$ cat src/rtl/arb_pkg.sv
// Shared constants and types for the two-port data-memory arbiter.
package arb_pkg;

    localparam logic PORT_CPU = 1'b0;
    localparam logic PORT_DBG = 1'b1;

    localparam int LOCK_MAX_DEFAULT = 8;

    typedef enum logic [1:0] {
        OWN_NONE = 2'd0,
        OWN_P0   = 2'd1,
        OWN_P1   = 2'd2
    } lock_owner_e;

endpackage

$ cat src/rtl/mem_arbiter_if.sv
// Requester-side request/response bundle; one instance per arbiter port.
interface mem_arbiter_if #(
    parameter int AW = 32,
    parameter int DW = 32
);
    logic          valid;
    logic          ready;
    logic          we;
    logic          lock;
    logic [AW-1:0] addr;
    logic [DW-1:0] wdata;
    logic [3:0]    be;
    logic          rsp_valid;
    logic [DW-1:0] rdata;

    modport master (
        output valid, we, lock, addr, wdata, be,
        input  ready, rsp_valid, rdata
    );

    modport slave (
        input  valid, we, lock, addr, wdata, be,
        output ready, rsp_valid, rdata
    );
endinterface

$ cat src/rtl/mem_arbiter_rr_pick.sv
// Combinational one-hot grant selection: forced switch, then lock owner, then round-robin.
// ARB_FIXED_PRIO_EN makes port 0 win every tie instead of alternating.
module arb_rr_pick
    import arb_pkg::*;
(
    input  logic        valid0,
    input  logic        valid1,
    input  logic        last_grant,
    input  lock_owner_e lock_owner,
    input  logic        force_switch,
    output logic [1:0]  grant
);

    // Grant priority: forced hand-over, lock retention, tie break, single requester
    always_comb begin
        grant = 2'b00;
        if (force_switch) begin
            grant = (lock_owner == OWN_P0) ? {valid1, 1'b0} : {1'b0, valid0};
        end else if ((lock_owner == OWN_P0) && valid0) begin
            grant = 2'b01;
        end else if ((lock_owner == OWN_P1) && valid1) begin
            grant = 2'b10;
        end else if (valid0 && valid1) begin
`ifdef ARB_FIXED_PRIO_EN
            grant = 2'b01;
`else
            grant = (last_grant == PORT_CPU) ? 2'b10 : 2'b01;
`endif
        end else if (valid0) begin
            grant = 2'b01;
        end else if (valid1) begin
            grant = 2'b10;
        end else begin
            grant = 2'b00;
        end
    end

endmodule

$ cat src/rtl/mem_arbiter.sv
// Two-port data-memory arbiter with per-port lock and one-cycle response routing.
// ARB_FIXED_PRIO_EN: port 0 wins ties; only a port 1 lock is bounded by LOCK_MAX.
module mem_arbiter
    import arb_pkg::*;
#(
    parameter int AW       = 32,
    parameter int DW       = 32,
    parameter int LOCK_MAX = LOCK_MAX_DEFAULT
) (
    input  logic          clk,
    input  logic          rst,
    mem_arbiter_if.slave  p0,
    mem_arbiter_if.slave  p1,
    output logic          mem_en,
    output logic          mem_we,
    output logic [AW-1:0] mem_addr,
    output logic [DW-1:0] mem_wdata,
    output logic [3:0]    mem_be,
    input  logic [DW-1:0] mem_rdata
);

    localparam logic [7:0] LOCK_MAX_C = 8'(LOCK_MAX);

    logic        last_grant_q, last_grant_d;
    lock_owner_e lock_owner_q, lock_owner_d;
    logic [7:0]  lock_cnt_q,   lock_cnt_d;
    logic        rsp_pend_q,   rsp_pend_d;
    logic        rsp_owner_q,  rsp_owner_d;
    logic        rsp_rd_q,     rsp_rd_d;

    logic [1:0]  pick_grant_s;
    logic [1:0]  grant_s;
    logic        force_switch_s;
    logic        xfer_lock_s;
    lock_owner_e win_owner_s;
    logic [7:0]  base_cnt_s;

    // A lock that has used its budget yields as soon as the other port is waiting
    always_comb begin
        force_switch_s = 1'b0;
        if (lock_cnt_q == LOCK_MAX_C) begin
`ifdef ARB_FIXED_PRIO_EN
            force_switch_s = (lock_owner_q == OWN_P1) && p0.valid;
`else
            force_switch_s = ((lock_owner_q == OWN_P0) && p1.valid) ||
                             ((lock_owner_q == OWN_P1) && p0.valid);
`endif
        end else begin
            force_switch_s = 1'b0;
        end
    end

    arb_rr_pick u_pick (
        .valid0       (p0.valid),
        .valid1       (p1.valid),
        .last_grant   (last_grant_q),
        .lock_owner   (lock_owner_q),
        .force_switch (force_switch_s),
        .grant        (pick_grant_s)
    );

    // Grant is held off while reset is asserted so every output reads zero
    always_comb begin
        if (rst) begin
            grant_s = 2'b00;
        end else begin
            grant_s = pick_grant_s;
        end
    end

    assign p0.ready = grant_s[0];
    assign p1.ready = grant_s[1];

    // Winning request drives the memory port in its transfer cycle
    always_comb begin
        mem_en    = 1'b0;
        mem_we    = 1'b0;
        mem_addr  = '0;
        mem_wdata = '0;
        mem_be    = 4'h0;
        if (grant_s[1]) begin
            mem_en    = 1'b1;
            mem_we    = p1.we;
            mem_addr  = p1.addr;
            mem_wdata = p1.wdata;
            mem_be    = p1.be;
        end else if (grant_s[0]) begin
            mem_en    = 1'b1;
            mem_we    = p0.we;
            mem_addr  = p0.addr;
            mem_wdata = p0.wdata;
            mem_be    = p0.be;
        end else begin
            mem_en = 1'b0;
        end
    end

    // Arbitration state: last winner, lock ownership and lock budget
    always_comb begin
        last_grant_d = last_grant_q;
        lock_owner_d = lock_owner_q;
        lock_cnt_d   = lock_cnt_q;
        xfer_lock_s  = grant_s[1] ? p1.lock : p0.lock;
        win_owner_s  = grant_s[1] ? OWN_P1 : OWN_P0;
        base_cnt_s   = force_switch_s ? 8'd0 : lock_cnt_q;
        if (grant_s != 2'b00) begin
            last_grant_d = grant_s[1];
            // A non-owner served while the owner is idle leaves the lock untouched
            if (force_switch_s || (lock_owner_q == OWN_NONE) || (lock_owner_q == win_owner_s)) begin
                if (xfer_lock_s) begin
                    lock_owner_d = win_owner_s;
                    lock_cnt_d   = (base_cnt_s >= LOCK_MAX_C) ? LOCK_MAX_C : base_cnt_s + 8'd1;
                end else begin
                    lock_owner_d = OWN_NONE;
                    lock_cnt_d   = 8'd0;
                end
            end else begin
                lock_owner_d = lock_owner_q;
            end
        end else begin
            last_grant_d = last_grant_q;
        end
    end

    // Remember who issued this cycle so the response returns to them next cycle
    always_comb begin
        rsp_pend_d  = grant_s[1] | grant_s[0];
        rsp_owner_d = grant_s[1];
        rsp_rd_d    = ~mem_we;
    end

    // Response routing; write responses carry zero data
    always_comb begin
        p0.rsp_valid = rsp_pend_q & ~rsp_owner_q;
        p1.rsp_valid = rsp_pend_q &  rsp_owner_q;
        p0.rdata     = (p0.rsp_valid && rsp_rd_q) ? mem_rdata : '0;
        p1.rdata     = (p1.rsp_valid && rsp_rd_q) ? mem_rdata : '0;
    end

    // State registers
    always_ff @(posedge clk or posedge rst) begin
        if (rst) begin
            last_grant_q <= 1'b1;
            lock_owner_q <= OWN_NONE;
            lock_cnt_q   <= 8'd0;
            rsp_pend_q   <= 1'b0;
            rsp_owner_q  <= 1'b0;
            rsp_rd_q     <= 1'b0;
        end else begin
            last_grant_q <= last_grant_d;
            lock_owner_q <= lock_owner_d;
            lock_cnt_q   <= lock_cnt_d;
            rsp_pend_q   <= rsp_pend_d;
            rsp_owner_q  <= rsp_owner_d;
            rsp_rd_q     <= rsp_rd_d;
        end
    end

endmodule
$ cat src/flat_wrapper.sv
// flat-port wrapper written by rule: the top's interface ports become plain ports
module mem_arbiter_flat import arb_pkg::*;
#(
    parameter int AW       = 32,
    parameter int DW       = 32,
    parameter int LOCK_MAX = LOCK_MAX_DEFAULT
)
  (clk, rst, mem_en, mem_we, mem_addr, mem_wdata, mem_be, mem_rdata, p0_valid, p0_we, p0_lock, p0_addr, p0_wdata, p0_be, p0_ready, p0_rsp_valid, p0_rdata, p1_valid, p1_we, p1_lock, p1_addr, p1_wdata, p1_be, p1_ready, p1_rsp_valid, p1_rdata);
  mem_arbiter_if #(.AW(AW), .DW(DW)) p0_i ();
  mem_arbiter_if #(.AW(AW), .DW(DW)) p1_i ();
  input  logic clk;
  input  logic rst;
  output logic mem_en;
  output logic mem_we;
  output logic [AW-1:0] mem_addr;
  output logic [DW-1:0] mem_wdata;
  output logic [3:0] mem_be;
  input  logic [DW-1:0] mem_rdata;
  input wire logic [$bits(p0_i.valid)-1:0] p0_valid;
  input wire logic [$bits(p0_i.we)-1:0] p0_we;
  input wire logic [$bits(p0_i.lock)-1:0] p0_lock;
  input wire logic [$bits(p0_i.addr)-1:0] p0_addr;
  input wire logic [$bits(p0_i.wdata)-1:0] p0_wdata;
  input wire logic [$bits(p0_i.be)-1:0] p0_be;
  output wire logic [$bits(p0_i.ready)-1:0] p0_ready;
  output wire logic [$bits(p0_i.rsp_valid)-1:0] p0_rsp_valid;
  output wire logic [$bits(p0_i.rdata)-1:0] p0_rdata;
  input wire logic [$bits(p1_i.valid)-1:0] p1_valid;
  input wire logic [$bits(p1_i.we)-1:0] p1_we;
  input wire logic [$bits(p1_i.lock)-1:0] p1_lock;
  input wire logic [$bits(p1_i.addr)-1:0] p1_addr;
  input wire logic [$bits(p1_i.wdata)-1:0] p1_wdata;
  input wire logic [$bits(p1_i.be)-1:0] p1_be;
  output wire logic [$bits(p1_i.ready)-1:0] p1_ready;
  output wire logic [$bits(p1_i.rsp_valid)-1:0] p1_rsp_valid;
  output wire logic [$bits(p1_i.rdata)-1:0] p1_rdata;
  assign p0_i.valid = p0_valid;
  assign p0_i.we = p0_we;
  assign p0_i.lock = p0_lock;
  assign p0_i.addr = p0_addr;
  assign p0_i.wdata = p0_wdata;
  assign p0_i.be = p0_be;
  assign p0_ready = p0_i.ready;
  assign p0_rsp_valid = p0_i.rsp_valid;
  assign p0_rdata = p0_i.rdata;
  assign p1_i.valid = p1_valid;
  assign p1_i.we = p1_we;
  assign p1_i.lock = p1_lock;
  assign p1_i.addr = p1_addr;
  assign p1_i.wdata = p1_wdata;
  assign p1_i.be = p1_be;
  assign p1_ready = p1_i.ready;
  assign p1_rsp_valid = p1_i.rsp_valid;
  assign p1_rdata = p1_i.rdata;
  mem_arbiter #(.AW(AW), .DW(DW), .LOCK_MAX(LOCK_MAX)) u_core (.clk(clk), .rst(rst), .p0(p0_i), .p1(p1_i), .mem_en(mem_en), .mem_we(mem_we), .mem_addr(mem_addr), .mem_wdata(mem_wdata), .mem_be(mem_be), .mem_rdata(mem_rdata));
endmodule
$ cat config.mk
export PLATFORM = sky130hd
export DESIGN_NAME = mem_arbiter_flat
export DESIGN_NICKNAME = d
export VERILOG_FILES = /design/src/rtl/arb_pkg.sv /design/src/rtl/mem_arbiter_if.sv /design/src/rtl/mem_arbiter_rr_pick.sv /design/src/rtl/mem_arbiter.sv /design/src/flat_wrapper.sv
export SDC_FILE = /design/constraint.sdc
export NUM_CORES = 1
export LEC_CHECK = 0
export CAP_MARGIN = 15
export CORE_AREA = 5 5 118 120
export CTS_CLUSTER_SIZE = 28
export DETAILED_ROUTE_END_ITERATION = 6
export DIE_AREA = 0 0 123 125
export GPL_ROUTABILITY_DRIVEN = 0
export HOLD_SLACK_MARGIN = 0.06
export PLACE_DENSITY_LB_ADDON = 0.12
export SLEW_MARGIN = 30
export SYNTH_ARGS = -nofsm -noshare
export SYNTH_HDL_FRONTEND = slang
export SYNTH_SLANG_ARGS = --single-unit
$ cat constraint.sdc
create_clock -name clk -period 4.1 [get_ports clk]
set_input_delay 1.23 -clock clk [delete_from_list [all_inputs] [get_ports clk]]
set_output_delay 1.23 -clock clk [all_outputs]
set_load 0.005 [all_outputs]
### After elaboration in Yosys (flattened, before gate mapping)

Index checks and enable logic that the tools add are counted.

* $add $sub $neg: 1
* $lt $le $gt $ge: 1
* eq/ne operators: 4
* mux-type cells: 28
* bitwise operators: 5
* reductions and logical operators: 13

Operators by type and width (count)
* two-way mux 32 bit: 6
* two-way mux 8 bit: 3
* two-way mux 2 bit: 11
* adder 8 x 1 -> 8 bit (second input constant): 1
* == test 8 x 4 -> 1 bit (second input constant): 1
* >= comparator 8 x 4 -> 1 bit (second input constant): 1
* two-way mux 4 bit: 2
* logical AND 1 bit: 7
* two-way mux 1 bit: 6
* logical OR 1 bit: 3
* bitwise AND 1 bit: 2
* == test 2 x 1 -> 1 bit (second input constant): 1
* == test 2 bit: 1
* == test 2 bit (second input constant): 1
* logical NOT 2 bit: 1
* NOT 1 bit: 2
* AND reduction 2 bit: 1
* nonzero test 2 bit: 1
* bitwise OR 1 bit: 1

* flip-flop bits (word level): 14
* input port bits: 176
* output and inout bits: 138

### Depth between registers and ports, before layout

* word-level depth: 11
* gate-level depth with buffers: 9
* gate-level depth less buffers: 8

### Cells and area by module

Synthesis repeated with hierarchy kept, for this count alone.

* cell total of the unflattened synthesis: 235
* area total of the unflattened synthesis: 1893.1 sq um

By module, submodules not included
* mem_arbiter: instances 1, cells each 226, area each 1839.3 sq um, sequential area each 351.6 sq um
* arb_rr_pick: instances 1, cells each 9, area each 53.8 sq um, sequential area each 0.0 sq um

### Worst setup path after synthesis

Ideal clock, no wire load.

* path type: in2out
* start: input port p0_valid
* end: output port mem_be[0]
* arrival time: 2.310 ns
* required time: 2.870 ns
* path slack: 0.560 ns
* stages: 7
* buffers on the path: 1
* cells stage by stage: nand3b_1 -> a211o_4 -> nand3_4 -> nand2_4 -> clkinv_4 -> buf_6 -> a22o_1

* elaborated cells on any way between the ends: 14

RTL lines
* start: declaration: line flat_wrapper.sv:19 `input wire logic [$bits(p0_i.valid)-1:0] p0_valid;`
* two-way mux 2 bit or logical AND 1 bit (tied branches): line mem_arbiter_rr_pick.sv:29, mem_arbiter_rr_pick.sv:23
* two-way mux 2 bit: line mem_arbiter_rr_pick.sv:23 `end else if (valid0 && valid1) begin`
* two-way mux 2 bit: line mem_arbiter_rr_pick.sv:21 `end else if ((lock_owner == OWN_P1) && valid1) begin`
* two-way mux 2 bit: line mem_arbiter_rr_pick.sv:19 `end else if ((lock_owner == OWN_P0) && valid0) begin`
* two-way mux 2 bit (*): line mem_arbiter_rr_pick.sv:17 `if (force_switch) begin`
* two-way mux 2 bit (*): line mem_arbiter.sv:64 `if (rst) begin`
* via p1_ready: line flat_wrapper.sv:34 `output wire logic [$bits(p1_i.ready)-1:0] p1_ready;`
* two-way mux 4 bit (*): line mem_arbiter.sv:81 `if (grant_s[1]) begin`
* end: declaration: line flat_wrapper.sv:17 `output logic [3:0] mem_be;`

Mark *: on every way through the listed nets, which the timed path passes. The rest lies on a longest branch.

### Worst setup path in the final report

* start: input port p1_valid
* end: output port mem_wdata[27]

* longest elaborated chain between the ends: 8
* elaborated cells on any way between the ends: 15

RTL lines
* start: declaration: line flat_wrapper.sv:28 `input wire logic [$bits(p1_i.valid)-1:0] p1_valid;`
* two-way mux 2 bit or logical AND 1 bit (tied branches): line mem_arbiter_rr_pick.sv:31, mem_arbiter_rr_pick.sv:23
* two-way mux 2 bit, on equally long branches: line mem_arbiter_rr_pick.sv:29, mem_arbiter_rr_pick.sv:23
* two-way mux 2 bit, on equally long branches: line mem_arbiter_rr_pick.sv:23, mem_arbiter_rr_pick.sv:21
* two-way mux 2 bit, on equally long branches: line mem_arbiter_rr_pick.sv:21, mem_arbiter_rr_pick.sv:19
* two-way mux 2 bit, on equally long branches: line mem_arbiter_rr_pick.sv:19, mem_arbiter_rr_pick.sv:17
* two-way mux 2 bit (*): line mem_arbiter_rr_pick.sv:17
* two-way mux 2 bit (*): line mem_arbiter.sv:64
* two-way mux 32 bit (*): line mem_arbiter.sv:81
* end: declaration: line flat_wrapper.sv:16 `output logic [DW-1:0] mem_wdata;`

Mark *: on every way between the ends. The rest lies on a longest branch, timed or not.

==> impl_results.md <==
* Status: finished clean
* Final Slew Violations at 0
* Layout fillers at ~1300
* Vias in the first global route at between 3000 and 4000
* Actual slew at the worst max-slew pin at roughly 0.86 ns
* Crit path time final at 4.05 ns
* Largest net degree at the start of global routing at 33
* CP peak stage delay at 0.37 ns
* Sequential fraction of the synthesis area at 0.172
* Total core area at around 13000 um2
* Core Rows at 42
* Layout cells sized above 1 at 0.174
* RSZ-0062 raised after global routing: true
* Clk slew on worst S/H paths at 0.04 ns
* DIE AREA at about 15000 um2
* Post-synthesis cell count at 240
* TritonRoute pass-1 iters at 4
* Final HPWL DP at ~12000 um
* Drt via density at 4.37
* Async SR Flop Fraction at 1.00
* Number of nets in the layout at roughly 760
* Dpl cell area at around 5400 um2
* R2R Setup Slk at 1.82 ns
* Part of the cycle the worst path needs at 0.988
* Critical path data arrival time at 2.82 ns
* Syn_nets at approximately 420
* Gr usage total at 0.174
* Hold WS at just under 0.5 ns
* Most frequent cells in the layout: clkdlybuf4s50_1, and2_1, a22o_1, buf_2, dlygate4sd2_1
* RR Startpoint: u_core.lock_cnt_q[6]
* Num CTS Buffers at 3
* Maximum VDD drop at 0.000147 V
* Crit-path slowest cell: a211o_4
* Port buffer count at around 310
* CP required at about 2.9 ns
* Num ports at approximately 310
* CP Cell Sequence: clkdlybuf4s15_1, nand3b_1, a211o_4, nand3_4, buf_6, a21oi_4, buf_8, a22o_4, dlygate4sd2_1
* Hold Violations, Final at 0
* Avg Cell Area, Syn at approximately 8.5 um2
* CTS tree: built
* PwrDens at approximately 230 nW/um2
* Clk root buf: clkbuf_16
* EDFF count, synth at 0
* GRT overflow at 0
* First-pass GRT wire length at between 20000 and 25000 um
* Worst hold path depth at 2
* Clk_lat worst skew at approximately 0.24 ns
* Largest delay share family, worst path: buffers and inverters
* Final instance area at roughly 5600 um2
* H-tree depth at 1
* Final wirelength at between 10000 and 15000 um
* Most common cell after layout, fill and taps aside: clkdlybuf4s50_1
* CTS Buffer Depth at 2
* End of the worst hold path: u_core.last_grant_q
* Initial Utilization at 0.159
* Peak Freq at 0.247 GHz
* Synth cell types at 39
* Worst-path fanout max at 15
* Die Wd at about 120 um
* CTS Sinks at 14
* Hold Buf Count CTS at 0
* Worst reg2reg path depth at 8
* Synthesis Warnings at 0
* Worst min-delay path class: reg2reg
* Crit Path Class: in2out
* Post-DRT Antenna Nets at 0
* CP endpoint kind: primary output
* Via count at roughly 3300
* Worst Setup Start Kind: input port
* Die H at around 130 um
* DRC at 0
* Area growth from synthesis to layout at 176%
* Buf/Inv on CP at 4
* Top FF cell, synth: dfrtp_1
* Antenna violations before repair at 1
* Total power at 1.30 mW
* Initial DRC count at 76
* Fin Clk Skew at about 0.0045 ns
* Max cap viols at 0
* Syn Std Cell Area at 2040 um2
* RR Endpoint: u_core.lock_cnt_q[2]
* Hold path start: u_core.last_grant_q
* Worst rel slew slack at 0.427
* Leak pwr at between 2 and 2.5 nW
* DR WL/cell at around 19 um
* #FFs+latches synth at 14
* # setup viols final at 0
* Setup TNS at 0 ns
-- worst min-delay path, stage by stage, from the launching register on --
cell     delay, ns
dfstp_2       0.37
inv_1         0.04
o21ai_0       0.07
-- worst max path at each step --
stage               cells past startpoint  slack, ns      from            end
floorplan                               7       0.56  p0_valid      mem_be[0]
global placement                        9      -0.52  p0_valid  mem_wdata[18]
detailed placement                      9      -0.54  p0_valid  mem_wdata[18]
CTS                                     9      -0.03  p1_valid  mem_wdata[27]
global route                            9      -0.02  p1_valid  mem_wdata[27]
finish                                  9       0.05  p1_valid  mem_wdata[27]
-- repair_timing --
action	CTS	global route
buffers inserted	15	1
pin swaps	7	3
endpoints found under the hold margin	0	0
gates cloned	6	0
setup endpoints to repair	71	67
resized for setup	193	22
-- through the flow --
| stage | setup slack (ns) | instances | util |
|---|---|---|---|
| 2_1_floorplan | 0.560 | 240 | - |
| 3_3_place_gp | -0.517 | 727 | 0.419 |
| 3_5_place_dp | -0.539 | 727 | 0.419 |
| 4_1_cts | -0.0268 | 752 | 0.446 |
| 5_1_grt | -0.0203 | 753 | 0.438 |
| 6_report | 0.0476 | 753 | 0.438 |
-- per-layer routing --
metal	wire (um)	global-route usage
met1	4960	0.173
met2	7460	0.338
met3	1560	0.0601
met4	404	0.0463
met5	0	0
-- cell families (layout without fill, tap and decap cells) --
kind of cell,after synthesis,after routing,synth area share
and+or+nand+nor,98,98,0.298
adders and majority gates,4,4,0.0233
other,0,1,0
DFF,14,14,0.172
buffers and inverters,32,368,0.113
AOI/OAI and AO/OA,92,92,0.393
-- where the power goes --
group | leakage, nW | internal [mW] | switching, mW
combinational | 2.24 | 0.559 | 0.331
clock | 0.0442 | 0.148 | 0.0546
sequential | 0.175 | 0.168 | 0.0349
-- synth_stat cells, types with 2 or more instances --
| library cell | number | area [um2] |
|---|---|---|
| nor2_1 | 4 | 15.0 |
| a22o_1 | 69 | 604 |
| a31oi_1 | 2 | 12.5 |
| ha_1 | 3 | 37.5 |
| dfrtp_1 | 13 | 325 |
| nand3_1 | 2 | 10.0 |
| o21ai_0 | 2 | 10.0 |
| nand2_1 | 8 | 30.0 |
| nor2b_1 | 2 | 12.5 |
| and2_1 | 70 | 438 |
| o211ai_1 | 2 | 15.0 |
| nand2b_1 | 3 | 18.8 |
| o31ai_1 | 3 | 22.5 |
| buf_6 | 14 | 158 |
| a21oi_1 | 2 | 10.0 |
| inv_1 | 9 | 33.8 |
| o41ai_1 | 2 | 17.5 |
| clkbuf_1 | 7 | 26.3 |
| nand3b_1 | 3 | 22.5 |
-- state kept, by name, indices dropped and copies added, names as in the netlist --
name / cells
u_core.lock_cnt_q: 8
u_core.lock_owner_q: 2
u_core.last_grant_q: 1
u_core.rsp_owner_q: 1
u_core.rsp_pend_q: 1
u_core.rsp_rd_q: 1
-- area by class of cell --
| cell class | instances | area [um2] | area share |
|---|---|---|---|
| clock buffers | 4 | 88.8 | 0.0157 |
| multi-input cells | 194 | 1470 | 0.261 |
| inverters | 10 | 50.0 | 0.00887 |
| well taps | 176 | 220 | 0.0390 |
| flip-flops and latches | 14 | 352 | 0.0623 |
| repair buffers | 354 | 3460 | 0.613 |
| diodes | 1 | 2.50 | 0.000443 |
Note: power is estimated with default switching activity, not from simulation.
